$ cat config.mk
export PLATFORM = sky130hd
export DESIGN_NAME = decode_regfile_scoreboard
export DESIGN_NICKNAME = d
export VERILOG_FILES = /design/src/rtl/decode_regfile_scoreboard.sv
export SDC_FILE = /design/constraint.sdc
export NUM_CORES = 2
export LEC_CHECK = 0
export BUFFER_PORTS_ARGS = -buffer_cell sky130_fd_sc_hd__buf_2
export CAP_MARGIN = 20
export CORE_UTILIZATION = 45
export CTS_CLUSTER_DIAMETER = 200
export DETAILED_ROUTE_END_ITERATION = 12
export SETUP_SLACK_MARGIN = 0.2
export SLEW_MARGIN = 20
export SYNTH_ARGS = -nofsm -noshare
export SYNTH_HDL_FRONTEND = slang
export SYNTH_SLANG_ARGS = --single-unit
$ cat constraint.sdc
create_clock -name clk -period 6.1 [get_ports clk]
set_input_delay 0.61 -clock clk [delete_from_list [all_inputs] [get_ports clk]]
set_output_delay 0.61 -clock clk [all_outputs]
set_load 0.01 [all_outputs]
$ cat src/rtl/decode_regfile_scoreboard.sv
// decode_regfile_scoreboard: register file with write bypass and a pending-write scoreboard for decode hazard stalls
//   clk, reset (async active-low)
//   raddr/ruse -> rdata : RPORTS combinational read ports, bypassed from same-cycle writebacks
//   we/waddr/wdata      : WPORTS writeback ports, highest index wins on address collision
//   issue/issue_we/issue_dest : marks the destination pending when the instruction leaves decode
//   flush               : clears all pending bits
//   stall               : RAW on a used source or WAW on the destination
//   pending             : scoreboard, one bit per register
module decode_regfile_scoreboard #(
  parameter int RPORTS   = 2,
  parameter int WPORTS   = 1,
  parameter int ADDR     = 5,
  parameter int WIDTH    = 32,
  parameter int ZERO_REG = 1
) (
  input  logic                           clk,
  input  logic                           reset,
  input  logic [RPORTS-1:0][ADDR-1:0]    raddr,
  input  logic [RPORTS-1:0]              ruse,
  output logic [RPORTS-1:0][WIDTH-1:0]   rdata,
  input  logic [WPORTS-1:0]              we,
  input  logic [WPORTS-1:0][ADDR-1:0]    waddr,
  input  logic [WPORTS-1:0][WIDTH-1:0]   wdata,
  input  logic                           issue,
  input  logic                           issue_we,
  input  logic [ADDR-1:0]                issue_dest,
  input  logic                           flush,
  output logic                           stall,
  output logic [2**ADDR-1:0]             pending
);
  localparam int N = 2**ADDR;
  localparam bit ZR = ZERO_REG != 0;
  logic [N-1:0][WIDTH-1:0] regs;
  logic [N-1:0]            wb_hit;
  logic [N-1:0]            pend_nxt;
  always_comb begin
    wb_hit = '0;
    for (int w = 0; w < WPORTS; w++)
      if (we[w]) wb_hit[waddr[w]] = 1'b1;
  end
  // later ports override earlier ones so the highest-index write is forwarded
  always_comb begin
    rdata = '0;
    for (int p = 0; p < RPORTS; p++) begin
      rdata[p] = regs[raddr[p]];
      for (int w = 0; w < WPORTS; w++)
        if (we[w] && waddr[w] == raddr[p]) rdata[p] = wdata[w];
      if (!reset || (ZR && raddr[p] == '0)) rdata[p] = '0;
    end
  end
  // a same-cycle writeback to the register resolves the hazard, so it does not stall
  always_comb begin
    stall = issue_we && pending[issue_dest] && !wb_hit[issue_dest];
    for (int p = 0; p < RPORTS; p++)
      if (ruse[p] && pending[raddr[p]] && !wb_hit[raddr[p]]) stall = 1'b1;
  end
  // set after clear: the issuing instruction is the newest producer
  always_comb begin
    pend_nxt = pending & ~wb_hit;
    if (issue && issue_we && !stall && !(ZR && issue_dest == '0)) pend_nxt[issue_dest] = 1'b1;
    if (flush) pend_nxt = '0;
  end
  always_ff @(posedge clk or negedge reset) begin
    if (!reset) begin
      regs    <= '0;
      pending <= '0;
    end else begin
      pending <= pend_nxt;
      for (int w = 0; w < WPORTS; w++)
        if (we[w] && !(ZR && waddr[w] == '0)) regs[waddr[w]] <= wdata[w];
    end
  end
endmodule

==> flow_metrics.env <==
export IMPL_status="finished, final reports clean"
export IMPL_reg2reg_slack_ps=3350
export IMPL_hp_class="input port to flop"
export IMPL_cts_tree="yes"
export IMPL_yosysSeqAreaShare=0.452
export IMPL_ys_top_cells_by_area="dfrtp_1 (45%), mux2_2 (20%), mux4_2 (13%), mux2i_1 (6.6%), a221oi_1 (2.3%)"
export IMPL_reg2reg_depth=7
export IMPL_hold_path_depth=3
export IMPL_area_delta_synth_final_pct=10.2
export IMPL_use_met2=0.458
export IMPL_timing_hold_ws_ps=338
export IMPL_setup_violations=0
export IMPL_critPathCaptureType="primary output"
export IMPL_use_met3=0.0406
export IMPL_die_height_um=362
export IMPL_wl_um=192000
export IMPL_min_period_ps=4630
export IMPL_tightest_slew_ps=1220
export IMPL_placed_area_um2=60400
export IMPL_cts_root_buf="clkbuf_16"
export IMPL_r2r_end="pending[24]$_DFF_PN0_"
export IMPL_maxSlewViolCount=0
export IMPL_worstHoldStart="issue"
export IMPL_drt_iter0_markers=4197
export IMPL_antenna_found_initial=4
export IMPL_core_area_um2=128000
export IMPL_grt_max_degree=177
export IMPL_synth_cell_area_um2=58400
export IMPL_rsz0062_at_grt="no"
export IMPL_final_cell_mix="mux2_2 (1060), dfrtp_1 (1056), mux2i_1 (388)"
export IMPL_cp_startpoint="raddr[0]"
export IMPL_total_power_mw=20.6
export IMPL_yosys_register_bits=1056
export IMPL_nFillCells=11100
export IMPL_r2r_start="pending[3]$_DFF_PN0_"
export IMPL_drt_first_pass_iters=6
export IMPL_leakage_nw=27.8
export IMPL_ios=157
export IMPL_avgRoutedWirePerCell_um=31.4
export IMPL_io_buffers=156
export IMPL_finalSetupTns_ps=0
export IMPL_drc_errors=0
export IMPL_ys_async_sr_fraction=1.00
export IMPL_ys_types=65
export IMPL_clock_sinks=1056
export IMPL_ys_warn_count=0
export IMPL_grt_pass1_wl_um=283000
export IMPL_use_met1=0.415
export IMPL_power_density_nw_per_um2=319
export IMPL_hold_violations=0
export IMPL_finish_net_count=4337
export IMPL_regArea_um2=26400
export IMPL_viasPerCell=6.60
export IMPL_rows=131
export IMPL_synth_ff_type="dfrtp_1"
export IMPL_dieWidth_um=362
export IMPL_cts_setup_buffers=0
export IMPL_multi_input_area_um2=30100
export IMPL_critPathLaunchType="input port"
export IMPL_cap_violations=0
export IMPL_max_slew_margin=0.184
export IMPL_final_area_um2=64400
export IMPL_track_usage=0.292
export IMPL_syn_nets=4473
export IMPL_grt_overflow=0
export IMPL_required_ps=5490
export IMPL_cp_max_fo=46
export IMPL_dp_hpwl_um=102000
export IMPL_cp_arrival_ps=4020
export IMPL_cts_resized=0
export IMPL_first_global_vias=40200
export IMPL_cts_buffer_depth=3
export IMPL_final_common_cell="mux2_2"
export IMPL_gp_congestion=0.827
export IMPL_clkTransAtPathRegs_ps=60
export IMPL_busiest_layer="met2"
export IMPL_initial_core_util=0.456
export IMPL_yosys_area_top_type="dfrtp_1"
export IMPL_cts_buffers_inserted=117
export IMPL_clock_skew_ps=7.80
export IMPL_htreeDepth=3
export IMPL_synth_edf_count=0
export IMPL_holdPathEnd="pending[22]$_DFF_PN0_"
export IMPL_vias=40300
export IMPL_syn_inst=4413
export IMPL_drive_gt1_frac=0.431
export IMPL_crit_type="input port to primary output"
export IMPL_yosysTopAreaCellShare=0.452
export IMPL_antenna_left=0
export IMPL_min_period_over_period=0.760
export IMPL_max_freq_mhz=216
export IMPL_vdd_drop_max_uv=250
export IMPL_syn_area_per_cell_um2=13.2
export IMPL_die_area_um2=131000
export IMPL_clock_latency_ps=720
critical path, cell delays in order:
cell and delay (ps):
buf_8 350, xnor2_1 200, nand2_1 80, nor4_1 590
and2_2 900, buf_4 330, nand2_1 90, a21oi_1 530
buf_2 250
metal layers:
metal  vias to the layer above  part of all wire
met2                      1674              0.47
met4                         4             0.034
met1                     21500              0.43
met3                       347             0.068
met5                         -          0.000094
li1                      16700                 -
cells in the mapped netlist, drive strengths merged (5+ instances only):
cell and n:
o21ai 128, xnor2 8, nor2 142, a22oi 112
a221oi 152, inv 6, o2111ai 6, o211ai 130
nand4 6, mux2i 388, buf 144, o41ai 6
o22ai 5, nor2b 10, nand2 102, nor3 11
xor2 5, or2 8, clkbuf 353, nand4b 9
o31ai 5, nand3b 12, nand3 29, dfrtp 1056
mux2 1060, or3b 14, a21oi 131, mux4 325
nand2b 12
through the flow:
stage / setup WS, ps / util / cells
after CTS: 1650 / 0.502 / 6101
after global routing: 1440 / 0.502 / 6102
after global placement: 1690 / 0.471 / 5884
after floorplan: 2920 / - / 4413
final: 1470 / 0.502 / 6103
after detailed placement: 1660 / 0.471 / 5885
state kept, by name, indices dropped and copies added (netlist names):
| signal | cells |
|---|---|
| regs | 1024 |
| pending | 32 |
timing repair:
action / in CTS / in global routing
endpoints found under the setup margin: 0 / 0
endpoints found under the hold margin: 81 / 0
hold buffers: 1 / 0
kinds of logic after synthesis:
| kind of cell | Yosys count | share of synthesized area |
|---|---|---|
| buf+inv | 504 | 0.0363 |
| compound gates | 694 | 0.0819 |
| simple gates | 373 | 0.0313 |
| flops | 1056 | 0.452 |
| xor+xnor | 13 | 0.00195 |
| mux | 1773 | 0.396 |
worst max path at each step:
stage / end / cells after the start
after floorplan: rdata[63] / 8
after global placement: rdata[2] / 9
after detailed placement: rdata[2] / 9
after CTS: rdata[2] / 9
after global routing: rdata[2] / 9
final: rdata[2] / 9
report_power, final:
part           leakage (nW)  internal, mW  switching (mW)  total (mW)
registers              13.6          8.30           0.929        9.23
logic                  12.2          2.30            1.79        4.09
clock network          1.96          4.23            3.01        7.25
layout make-up:
cell class / count / area share
diodes: 1 / 0.0000389
repair buffers: 242 / 0.0265
clock buffers: 174 / 0.0543
well taps: 1729 / 0.0336
inverters: 7 / 0.000428
flip-flops and latches: 1056 / 0.411
clock inverters: 41 / 0.00669
multi-input cells: 2853 / 0.468
Note: power is estimated with default switching activity, not from simulation.
